File: src/rtl/fetch_unit.sv
// fetch_unit: instruction fetch stage with a BOOT/RUN/HALTED controller,
// branch/jump redirect (branch has priority), stall hold and an IF/ID register.
// Optional feature: define FETCH_MISALIGN_CHK_EN to enable redirect-target
// alignment checking (sticky misalign_err, target bits [1:0] forced to zero).
// Without it, misalign_err stays 0 and targets are loaded unmodified.

module fetch_unit #(
    parameter logic [31:0] RESET_PC = 32'h0000_0000
) (
    input  logic        clk,
    input  logic        rst,
    input  logic        stall,
    input  logic        halt,
    input  logic        branch_taken,
    input  logic [31:0] branch_target,
    input  logic        jump,
    input  logic [31:0] jump_target,
    output logic [31:0] pc_out,
    input  logic [31:0] instr_in,
    output logic [31:0] if_id_instr,
    output logic [31:0] if_id_pc4,
    output logic        if_id_valid,
    output logic        misalign_err
);

    localparam logic [1:0] ST_BOOT   = 2'd0;
    localparam logic [1:0] ST_RUN    = 2'd1;
    localparam logic [1:0] ST_HALTED = 2'd2;

    logic [1:0]  r_state;
    logic [31:0] r_pc;
    logic [31:0] r_instr;
    logic [31:0] r_pc4;
    logic        r_valid;
    logic        r_misalign;

    logic [1:0]  w_state_nxt;
    logic [31:0] w_pc_nxt;
    logic [31:0] w_instr_nxt;
    logic [31:0] w_pc4_nxt;
    logic        w_valid_nxt;
    logic        w_misalign_nxt;

    logic        w_redirect;
    logic [31:0] w_target_raw;
    logic [31:0] w_target;
    logic        w_target_misaligned;
    logic [31:0] w_pc_plus4;

    // Redirect selection: branch wins over jump when both are requested.
    assign w_redirect   = branch_taken | jump;
    assign w_target_raw = branch_taken ? branch_target : jump_target;
    // Wraps naturally modulo 2^32.
    assign w_pc_plus4   = r_pc + 32'd4;

`ifdef FETCH_MISALIGN_CHK_EN
    assign w_target_misaligned = |w_target_raw[1:0];
    assign w_target            = {w_target_raw[31:2], 2'b00};
`else
    assign w_target_misaligned = 1'b0;
    assign w_target            = w_target_raw;
`endif

    // Next-state and next-register computation for the fetch controller.
    always_comb begin
        w_state_nxt    = r_state;
        w_pc_nxt       = r_pc;
        w_instr_nxt    = r_instr;
        w_pc4_nxt      = r_pc4;
        w_valid_nxt    = r_valid;
        w_misalign_nxt = r_misalign;
        case (r_state)
            ST_BOOT: begin
                // One settling cycle: PC stays at the reset vector, nothing issued.
                w_state_nxt = ST_RUN;
                w_pc_nxt    = RESET_PC;
                w_valid_nxt = 1'b0;
            end
            ST_RUN: begin
                if (w_redirect) begin
                    // Redirect beats stall; the instruction fetched this cycle is wrong-path.
                    w_pc_nxt       = w_target;
                    w_valid_nxt    = 1'b0;
                    w_misalign_nxt = r_misalign | w_target_misaligned;
                    if (halt && !stall) begin
                        w_state_nxt = ST_HALTED;
                    end else begin
                        w_state_nxt = ST_RUN;
                    end
                end else if (stall) begin
                    w_state_nxt = ST_RUN;
                end else if (halt) begin
                    w_state_nxt = ST_HALTED;
                    w_valid_nxt = 1'b0;
                end else begin
                    w_instr_nxt = instr_in;
                    w_pc4_nxt   = w_pc_plus4;
                    w_valid_nxt = 1'b1;
                    w_pc_nxt    = w_pc_plus4;
                end
            end
            ST_HALTED: begin
                // Terminal until reset: all control inputs are ignored.
                w_state_nxt = ST_HALTED;
            end
            default: begin
                w_state_nxt = ST_BOOT;
                w_pc_nxt    = RESET_PC;
                w_valid_nxt = 1'b0;
            end
        endcase
    end

    // State and pipeline registers with asynchronous reset.
    always_ff @(posedge clk or posedge rst) begin
        if (rst) begin
            r_state    <= ST_BOOT;
            r_pc       <= RESET_PC;
            r_instr    <= 32'h0000_0000;
            r_pc4      <= 32'h0000_0000;
            r_valid    <= 1'b0;
            r_misalign <= 1'b0;
        end else begin
            r_state    <= w_state_nxt;
            r_pc       <= w_pc_nxt;
            r_instr    <= w_instr_nxt;
            r_pc4      <= w_pc4_nxt;
            r_valid    <= w_valid_nxt;
            r_misalign <= w_misalign_nxt;
        end
    end

    assign pc_out       = r_pc;
    assign if_id_instr  = r_instr;
    assign if_id_pc4    = r_pc4;
    assign if_id_valid  = r_valid;
    assign misalign_err = r_misalign;

endmodule

File: config.mk
export PLATFORM = sky130hd
export DESIGN_NAME = fetch_unit
export DESIGN_NICKNAME = d
export VERILOG_FILES = /design/src/rtl/fetch_unit.sv
export SDC_FILE = /design/constraint.sdc
export NUM_CORES = 1
export LEC_CHECK = 0
export ABC_AREA = 1
export CAP_MARGIN = 10
export CORE_UTILIZATION = 39
export CTS_BUF_LIST = sky130_fd_sc_hd__clkbuf_8
export CTS_CLUSTER_DIAMETER = 60
export DETAILED_ROUTE_END_ITERATION = 7
export GPL_ROUTABILITY_DRIVEN = 0
export MAX_ROUTING_LAYER = met4
export PLACE_DENSITY_LB_ADDON = 0.2
export SLEW_MARGIN = 20
export SYNTH_ARGS = -nofsm -noshare
export SYNTH_HDL_FRONTEND = slang
export SYNTH_SLANG_ARGS = --single-unit
File: constraint.sdc
create_clock -name clk -period 4.6 [get_ports clk]
set_clock_uncertainty 0.15 [all_clocks]
set_input_delay 0.92 -clock clk [delete_from_list [all_inputs] [get_ports clk]]
set_output_delay 0.92 -clock clk [all_outputs]
set_load 0.01 [all_outputs]
; Yosys cells after proc, flatten, opt, wreduce, memory -nomap -nowiden
; Index checks and enable logic that the tools add are counted.
[word_totals]
in_bits = 102
elab_cells = 36
reg_bits = 99
out_inout_bits = 98
mem_bits_rw = 0
mem_count = 0
rom_bits = 0
latchBits = 0
[classes]
div = 0
mux = 14
eq_ne = 5
add_sub_neg = 1
shift = 0
magnitude_cmp = 0
reduce_logical = 6
bitwise_logic = 5
mul = 0
[ops]
columns = operator, n
row1 = $mux W32, 4
row2 = $pmux W32 S2, 1
row3 = $add A32 B3 Y32 const B, 1
row4 = $mux W2, 4
row5 = $ne A3 B3 Y1 const B, 2
row6 = $pmux W2 S3, 1
row7 = $ne A4 B4 Y1 const B, 1
row8 = $not A1 Y1, 4
row9 = $reduce_and A4 Y1, 1
row10 = $mux W1, 3
row11 = $reduce_and A3 Y1, 1
row12 = $eq A2 B1 Y1 const B, 1
row13 = $eq A2 B2 Y1 const B, 1
row14 = $logic_not A2 Y1, 1
row15 = $pmux W1 S2, 1
row16 = $reduce_and A2 Y1, 1
row17 = $logic_and A1 B1 Y1, 1
row18 = $logic_not A1 Y1, 1
row19 = $or A1 B1 Y1, 1

; Logic depth before layout (Yosys ltp)
; Gate-level depths: netlist of the first run.
[logic_depth]
word_depth = 5
mapped_depth = 12
mapped_depth_nobuf = 12

; Least setup slack after synthesis of the first run
; Ideal clock, no wire load.
[synth_timing]
path_type = input-to-reg
start = input port branch_taken
end = register r_pc[31] (netlist: pc_out[31])
slack_ps = 2515
t_required_ps = 4363
setup_ps = 87
arrival_time_ps = 1848
path_buffers = 2
cell_stages = 9
cell_sequence = buf_4 nor2_8 nand2_4 nor2_4 nor2_4 inv_2 buf_6 nor2_1 a22oi_1
[synth_between]
elab_chain_len = 3
elab_cells_between_ends = 7
cone_classes = eq/ne: 2 / mux: 3 / bitwise: 1 / reduce/logical: 1
[synth_lines]
columns = item, line
row1 = from (decl), 14  ; input logic branch_taken,
row2 = $or A1 B1 Y1 or $mux W32 (tied branches), "51, 52"
row3 = $ne A3 B3 Y1 (no source line) or $mux W32 (tied branches), -
row4 = $reduce_and A3 Y1 (no source line) or $pmux W32 S2 (tied branches), -
row5 = to (signal assigned), 125  ; r_pc <= w_pc_nxt;
row6 = to (decl), 31  ; logic [31:0] r_pc;
; Parallel ways exist; a longest one is shown, timed or not.
; A chain may end at the register's enable or synchronous reset.

; Final worst setup path of the first run
[layout_timing]
start = input port jump
end = register r_instr[31] (netlist: if_id_instr[31])
[layout_between]
elab_chain_len = 3
[layout_lines]
columns = item, line
row1 = from (decl), 16  ; input logic jump,
row2 = $or A1 B1 Y1, 51  ; assign w_redirect = branch_taken | jump;
row3 = $not A1 Y1 (no source line), -
row4 = $reduce_and A4 Y1 (no source line), -
row5 = to (signal assigned), 126  ; r_instr <= w_instr_nxt;
row6 = to (decl), 32  ; logic [31:0] r_instr;
; Every way passes these cells.

==> results of run 1 <==
cell families (layout without fill, tap and decap cells):
logic type	Yosys count	in the layout	share of synthesized area [%]
AO/OA/AOI/OAI	58	58	6.69
XOR/XNOR	15	15	2.87
adder cells (fa/ha/maj)	1	1	0.233
buffers and inverters	65	252	6.25
flip-flops	99	99	46.2
multiplexers	5	5	0.932
other	1	1	0.0699
AND/OR/NAND/NOR	462	462	36.8
synthesized netlist by cell type:
cell type | n | area share, %
nand4_1 | 2 | 0.23
clkbuf_1 | 3 | 0.21
nor2_1 | 49 | 3.4
nor2_2 | 9 | 1.0
buf_2 | 14 | 1.3
buf_4 | 7 | 0.98
o21ai_0 | 9 | 0.84
xor2_2 | 3 | 0.91
o22ai_1 | 3 | 0.35
o21ai_1 | 1 | 0.093
nand2_2 | 5 | 0.58
a21oi_2 | 2 | 0.33
a31oi_1 | 1 | 0.12
a21oi_1 | 21 | 2.0
nor2_8 | 3 | 1.1
nand3b_1 | 6 | 0.84
clkbuf_8 | 1 | 0.26
nand2_1 | 355 | 25
nand3_1 | 17 | 1.6
buf_6 | 5 | 1.0
inv_2 | 8 | 0.56
nor2_4 | 8 | 1.7
mux2i_1 | 5 | 0.93
inv_1 | 27 | 1.9
ha_1 | 1 | 0.23
and2_1 | 2 | 0.23
conb_1 | 1 | 0.070
nand2_4 | 5 | 1.0
nor3_2 | 1 | 0.19
o21ai_2 | 1 | 0.16
a22oi_1 | 18 | 2.5
xor2_1 | 12 | 2.0
dfrtp_1 | 99 | 46
o32ai_1 | 2 | 0.33
tightest hold or removal path, delay by kind of cell, from the launching register on:
kind	cells	cell delay, ns
flops	1	0.35
simple gates	2	0.10
report_power, final:
part           internal (uW)  switching (uW)  leakage (uW)  total [uW]
clock network            262             297     0.0000995         558
registers               1250             340       0.00129        1590
logic                   1010             946       0.00226        1950
registers in the layout, summed over array words and instances, names as in the netlist:
register and cells:
if_id_instr 32, r_state 2, if_id_valid 1, if_id_pc4 32, pc_out 32
area by class of cell:
type	count	share of cell area [%]
tap	176	2.90
timing repair buffer	202	26.6
clock buffer	10	1.81
sequential	99	32.6
inverter	35	1.76
clock inverter	5	0.725
multi-input combinational	542	33.6
through the flow:
stage	instance area [sq um]	hold WS [ns]	util, %
after detailed placement	7410	0.314	55.5
final	7600	0.333	56.9
after global placement	7410	0.311	55.5
after floorplan	5370	0.315	-
after global routing	7600	0.353	56.9
after CTS	7600	0.338	56.9
metal layers:
layer / vias up / GRT usage, % / wire length, microns / part of all wire, %
met5: - / - / 0 / 0
met1: 2369 / 32.0 / 7420 / 48
met3: 13 / 4.02 / 861 / 5.6
li1: 2558 / - / - / -
met2: 157 / 35.8 / 7010 / 45
met4: 0 / 7.03 / 183 / 1.2
how the worst max path moves through the flow:
stage                     from                           to  slack (ns)  cells past startpoint
after floorplan            rst   if_id_instr[0]$_DFFE_PP0P_        0.94                      1
after global placement    jump  if_id_instr[12]$_DFFE_PP0P_        1.14                      9
final                     jump  if_id_instr[31]$_DFFE_PP0P_        1.50                      9
after CTS                 jump  if_id_instr[31]$_DFFE_PP0P_        1.47                      9
after detailed placement  jump  if_id_instr[31]$_DFFE_PP0P_        1.08                      9
after global routing      jump   if_id_instr[8]$_DFFE_PP0P_        1.30                      9
cell usage in the layout (no fill, tap or decap), types with 2 or more instances in the layout:
cell type          n
a21oi_1           21
a21oi_2            2
a22oi_1           18
and2_1             2
buf_4              3
clkbuf_8          10
clkdlybuf4s50_1  197
dfrtp_1           99
inv_1             27
inv_2              8
mux2i_1            5
nand2_1          355
nand2_2            5
nand2_4            5
nand3_1           17
nand3b_1           6
nand4_1            2
nor2_1            49
nor2_2             9
nor2_4             8
nor2_8             3
o21ai_0            9
o22ai_1            3
o32ai_1            2
xor2_1            12
xor2_2             3
==> metrics, run 1 <==
fin crit share 67.4%; min-delay src if_id_instr[25]$_DFFE_PP0P_; achievable clock frequency 0.322 GHz; placed cells 1054; Peak VDD IR 191 uV; site row count 42; H-tree levels 3; final setup TNS 0 ns; Slew Viols, Final 0; CORE AREA 13300 sq um; LEAKAGE 0.00365 uW; maximum fanout along the worst path 41; PostCTS Resize Cnt 0; gr ovfl total 0; post-CTS setup repair buffer count 0; area of the multi-input gates 2550 sq um; hpwl dp 11600 microns; Max transition margin 33.6%; hold path cells 2; largest net degree at the start of global routing 71; Final WS setup 1.50 ns; clk_lat worst skew 0.37 ns; max incr delay on CP 0.55 ns; Net Count, Synth 809; clk slew on worst S/H paths 0.09 ns; die span in y 119 microns; via count 5097; Mean Syn Cell Area 7.60 sq um; final hold viol count 0; Worst Path Arrival 3.26 ns; overall power 4100 uW; Post-Layout Cell Count 1069; Worst Hold Path EP if_id_instr[25]$_DFFE_PP0P_; first-pass GRT wire length 25100 microns; # diodes 0; CP Data Required Time 4.75 ns; status completed; initial antenna violation count 0; CTS Hold Buffers Added 0; clock sink count 99; FF-to-FF Start r_state[1]$_DFFE_PP0P_; Tightest Hold Check Type reg -> reg; Cell Area, Synth 5370 sq um; clock root cell clkbuf_8; Final min period 3.10 ns; GRT Util Overall 23.4%; Seq/Total Area, Yosys 46.2%; synth warn 0; PD cells 540 nW/um^2; cells after synthesis 706; Yosys cell types 34; first drt pass iteration count 4; CTS tree built; FF+latch area 2480 sq um; worst reg2reg path endpoint if_id_instr[31]$_DFFE_PP0P_; crit-path cells clkdlybuf4s50_1, nor2_8, nand2_4, inv_2, nand2_4, inv_2, buf_4, nand2_1, nand2_1; slew at the pin closest to its max-slew limit 0.993 ns; DR DRC count 0; total die area 14200 sq um; CTS Buf Count 9; Initial Utilization 40.2%; Crit path max-delay family buffers and inverters; WS Path Type in -> reg; # IOs 200; DIE WIDTH 119 microns; pre-CTS setup slack 1.08 ns; DR iter-0 viols 375; worst path bufs/invs 4; Fillers 1300; vias in the first global route 4878; Max Cap Violations 0; synth-to-layout area growth 41.6%; share of cells above drive strength 1 7.28%; setup violators final 0; DR WL/cell 14.5 microns; flops & latches, synth 99; Avg Vias per Cell 4.77; CP Capture Type register; Bufs on Longest Clock Path 2; Routed WL 15500 microns; crit path max-delay cell type clkdlybuf4s50_1; r2r setup slk 2.26 ns; RSZ-0062 raised after global routing false; post-route ant nets 0; nets 992; path depth of the worst reg2reg path 8; I/O Buffers 198; Worst Setup Start Kind input port
No activity file was read; power rests on OpenSTA's default activity.
==> run 2: changes to the inputs <==
==> constraint.sdc (replaced) <==
create_clock -name clk -period 2.92 [get_ports clk]
set_clock_uncertainty 0.15 [all_clocks]
set_input_delay 0.584 -clock clk [delete_from_list [all_inputs] [get_ports clk]]
set_output_delay 0.584 -clock clk [all_outputs]
set_load 0.01 [all_outputs]
==> run 2 against run 1 <==
Largest power group unchanged; via count about the same; sequential share of layout area down 0.51 points; highest routed layer unchanged; hold slack better by 0.00082 ns.
==> metrics, run 2 (synthesis results as in run 1) <==
# diodes 0; hpwl dp 11700 microns; RSZ-0062 raised after global routing false; WS Path Type in -> reg; CP Capture Type register; clk_lat worst skew 0.38 ns; # IOs 200; hold path cells 2; Bufs on Longest Clock Path 2; Max transition margin 38.9%; first drt pass iteration count 4; Tightest Hold Check Type reg -> reg; GRT Util Overall 23.2%; clock sink count 99; NetSw 2520 uW; final setup TNS 0 ns; CORE AREA 13300 sq um; CTS Buf Count 9; Slew Viols, Final 0; Hold WS 0.334 ns; Worst Path Arrival 2.40 ns; total die area 14200 sq um; CTS Hold Buffers Added 0; Final WS setup 0.696 ns; setup violators final 0; Worst Setup Start Kind input port; initial antenna violation count 0; Worst Hold Path EP if_id_instr[2]$_DFFE_PP0P_; nets 1002; synth-to-layout area growth 43.8%; clk slew on worst S/H paths 0.10 ns; CTS tree built; Final min period 2.22 ns; combinational power share 47.6%; PostCTS Resize Cnt 0; FF-to-FF Start pc_out[2]$_DFFE_PP0P_; Routed WL 15500 microns; share of total power in sequential cells 37.9%; post-route ant nets 0; H-tree levels 3; pre-CTS setup slack 0.314 ns; Max Cap Violations 0; min-delay src if_id_instr[2]$_DFFE_PP0P_; site row count 42; first-pass GRT wire length 24900 microns; DR WL/cell 14.4 microns; post-CTS setup repair buffer count 0; LEAKAGE 0.00371 uW; PD cells 853 nW/um^2; Int Power 4060 uW; slew at the pin closest to its max-slew limit 0.911 ns; DR iter-0 viols 357; leading cell type in the layout, fill and taps excluded nand2_1; final instance area 7720 sq um; DIE WIDTH 119 microns; Avg Vias per Cell 4.71; die span in y 119 microns; most frequent cells in the layout nand2_1, clkdlybuf4s50_1, dfrtp_1; CP Data Required Time 3.09 ns; I/O Buffers 198; final hold viol count 0; vias in the first global route 4839; achievable clock frequency 0.450 GHz; status completed; DR DRC count 0; r2r setup slk 0.93 ns; clock root cell clkbuf_8; path depth of the worst reg2reg path 8; gr ovfl total 0; worst reg2reg path endpoint pc_out[16]$_DFFE_PP0P_; Peak VDD IR 342 uV; placed cell area 7510 sq um; clock network fraction of total power 14.4%; share of cells above drive strength 1 8.52%; via count 5092; maximum fanout along the worst path 14; largest net degree at the start of global routing 62; Initial Utilization 40.2%; switch share 38.3%; fin crit share 76.2%
==> run 2: layer usage <==
metal | global-route usage, % | part of all wire (%)
met5 | - | 0
met2 | 33.6 | 44
met3 | 4.26 | 6.3
met1 | 32.8 | 48
met4 | 7.19 | 1.5
==> run 2: through the flow <==
step / power (uW) / std cells / utilization, %
3_5_place_dp: 5680 / 1064 / 56.2
4_1_cts: 6640 / 1080 / 57.8
2_1_floorplan: 3930 / 706 / -
3_3_place_gp: 5630 / 1064 / 56.2
6_report: 6590 / 1080 / 57.8
5_1_grt: 7040 / 1080 / 57.8
==> run 2: worst max path at each step <==
stage,slack (ns),cells after the start,end,startpoint
5_1_grt,0.58,6,pc_out[26]$_DFFE_PP0P_,stall
2_1_floorplan,1.01,1,if_id_instr[0]$_DFFE_PP0P_,rst
4_1_cts,0.69,1,pc_out[11],pc_out[11]$_DFFE_PP0P_
6_report,0.70,6,pc_out[24]$_DFFE_PP0P_,stall
3_5_place_dp,0.31,6,pc_out[24]$_DFFE_PP0P_,stall
3_3_place_gp,0.38,7,pc_out[20]$_DFFE_PP0P_,jump
==> run 2: area by class of cell <==
type,instances,area (sq um)
Clock buffer,11,151
Clock inverter,5,60.1
Fill cell,1306,5630
Inverter,35,135
Multi-Input combinational cell,542,2550
Sequential cell,99,2480
Tap cell,176,220
Timing Repair Buffer,212,2120
==> run 2: worst max-delay path: stages <==
cell	delay [ns]
clkdlybuf4s50_1	0.44
nor2_1	0.35
nor2_4	0.09
nor3_2	0.70
nand2_1	0.12
nand2_1	0.10
==> run 2: power by group through the flow <==
stage | clock, uW | combinational, uW | sequential (uW)
floorplan | 0 | 1210 | 2720
global placement | 0 | 3120 | 2510
detailed placement | 0 | 3150 | 2530
CTS | 970 | 3170 | 2500
global route | 1030 | 3430 | 2590
finish | 950 | 3140 | 2500
==> run 3: changes to the inputs <==
==> constraint.sdc (replaced) <==
create_clock -name clk -period 2 [get_ports clk]
set_clock_uncertainty 0.15 [all_clocks]
set_input_delay 0.4 -clock clk [delete_from_list [all_inputs] [get_ports clk]]
set_output_delay 0.4 -clock clk [all_outputs]
set_load 0.01 [all_outputs]
==> run 3 against run 2 <==
Die area is the same; clock power grew 69%; non-clock buffer count grew 15; hold slack lost 0.043 ns; final cell count grew 1.4%; critical endpoint is now pc_out[6]; largest cell class unchanged.
==> metrics, run 3 (synthesis results as in run 1) <==
status completed; final hold viol count 0; H-tree levels 3; Max Cap Violations 0; Worst Setup Start Kind register; placed cell area 7690 sq um; CP Capture Type output port; maximum fanout along the worst path 4; clk_lat worst skew 0.39 ns; initial antenna violation count 0; crit-path cells clkdlybuf4s50_1; WS Path Type reg -> out; PD cells 1250 nW/um^2; Crit path max-delay family buffers and inverters; slew at the pin closest to its max-slew limit 0.610 ns; RSZ-0062 raised after global routing false; # IOs 200; share of total power in sequential cells 36.8%; DIE WIDTH 119 microns; leading cell type in the layout, fill and taps excluded nand2_1; clock sink count 99; Avg Vias per Cell 4.76; post-route ant nets 0; Worst Path Arrival 1.41 ns; vias in the first global route 5080; DR DRC count 0; Max transition margin 59.3%; hpwl dp 12000 microns; overall power 10000 uW; Int Power 6300 uW; combinational power share 47.1%; CTS Buf Count 9; largest net degree at the start of global routing 57; CP Data Required Time 1.45 ns; nets 1017; setup violators final 0; NetSw 3720 uW; via count 5210; switch share 37.1%; site row count 42; clock network fraction of total power 16.1%; final setup TNS 0 ns; final instance area 7990 sq um; clk slew on worst S/H paths 0.10 ns; die span in y 119 microns; first-pass GRT wire length 25400 microns; DR WL/cell 14.4 microns; Slew Viols, Final 0; Tightest Hold Check Type in -> async; Bufs on Longest Clock Path 2; most frequent cells in the layout nand2_1, clkdlybuf4s50_1, dfrtp_1; LEAKAGE 0.00386 uW; Initial Utilization 40.2%; crit path max-delay cell type clkdlybuf4s50_1; synth-to-layout area growth 48.9%; Final Util 59.9%; Peak VDD IR 600 uV; I/O Buffers 198; Final min period 1.96 ns; CTS Hold Buffers Added 0; worst path bufs/invs 1; gr ovfl total 0; first drt pass iteration count 5; fin crit share 98.1%; CTS tree built; share of cells above drive strength 1 12.5%; CORE AREA 13300 sq um; DR iter-0 viols 301; max incr delay on CP 0.57 ns; Hold WS 0.291 ns; GRT Util Overall 23.7%; # diodes 0; total die area 14200 sq um; clock root cell clkbuf_8; post-CTS setup repair buffer count 0; achievable clock frequency 0.510 GHz; Routed WL 15800 microns
-- run 3: final cells by class --
class / count / area [sq um]
fill: 1220 / 5360
multi-input combinational: 542 / 2570
sequential: 99 / 2500
timing repair buffer: 227 / 2310
tap: 176 / 220
clock buffer: 10 / 138
inverter: 35 / 135
clock inverter: 6 / 111
-- run 3: stage by stage --
| stage | cells | setup WS [ns] |
|---|---|---|
| finish | 1095 | 0.0374 |
| floorplan | 706 | 0.251 |
| global route | 1095 | 0.00402 |
| CTS | 1095 | 0.00178 |
| global placement | 1079 | -0.298 |
| detailed placement | 1079 | -0.314 |
-- run 3: worst register-to-register path: cells and delay by family, from the launching register on --
kind / cells / cell delay (ns)
AND/OR/NAND/NOR: 11 / 0.99
adder cells (fa/ha/maj): 1 / 0.23
flip-flops: 1 / 0.37
-- run 3: worst paths after layout --
check / start / endpoint / slack [ns] / cells after the start
worst max-delay path: pc_out[6]$_DFFE_PP0P_ / pc_out[6] / 0.04 / 1
worst min-delay path: rst / if_id_instr[16]$_DFFE_PP0P_ / 0.29 / 3
worst max register to register: pc_out[2]$_DFFE_PP0P_ / pc_out[26]$_DFFE_PP0P_ / 0.16 / 12
worst min register to register: if_id_pc4[12]$_DFFE_PP0P_ / if_id_pc4[12]$_DFFE_PP0P_ / 0.33 / 2
max in group asynchronous: rst / pc_out[17]$_DFFE_PP0P_ / 1.10 / 3
min in group clk: if_id_pc4[12]$_DFFE_PP0P_ / if_id_pc4[12]$_DFFE_PP0P_ / 0.33 / 2
-- run 3: power groups by stage --
stage / registers [uW] / clock network (uW) / logic [uW]
after floorplan: 3970 / 0 / 1770
after global placement: 3650 / 0 / 4710
after detailed placement: 3670 / 0 / 4750
after CTS: 3660 / 1640 / 4760
after global routing: 3820 / 1710 / 5170
final: 3680 / 1610 / 4720
-- run 3: layer usage --
metal  wire [microns]  vias to the layer above  share of wire [%]  global-route usage (%)
met5                0                        -                  0                       -
met4              175                        0                1.1                    7.42
met3             1000                       16                6.4                    4.60
met2             7180                      196                 46                    36.2
met1             7390                     2388                 47                    31.7
li1                 -                     2610                  -                       -
-- run 3: timing repair --
action / in CTS / in global routing
gates resized for setup: 16 / 13
endpoints found under the setup margin: 16 / 25
endpoints found under the hold margin: 0 / 0
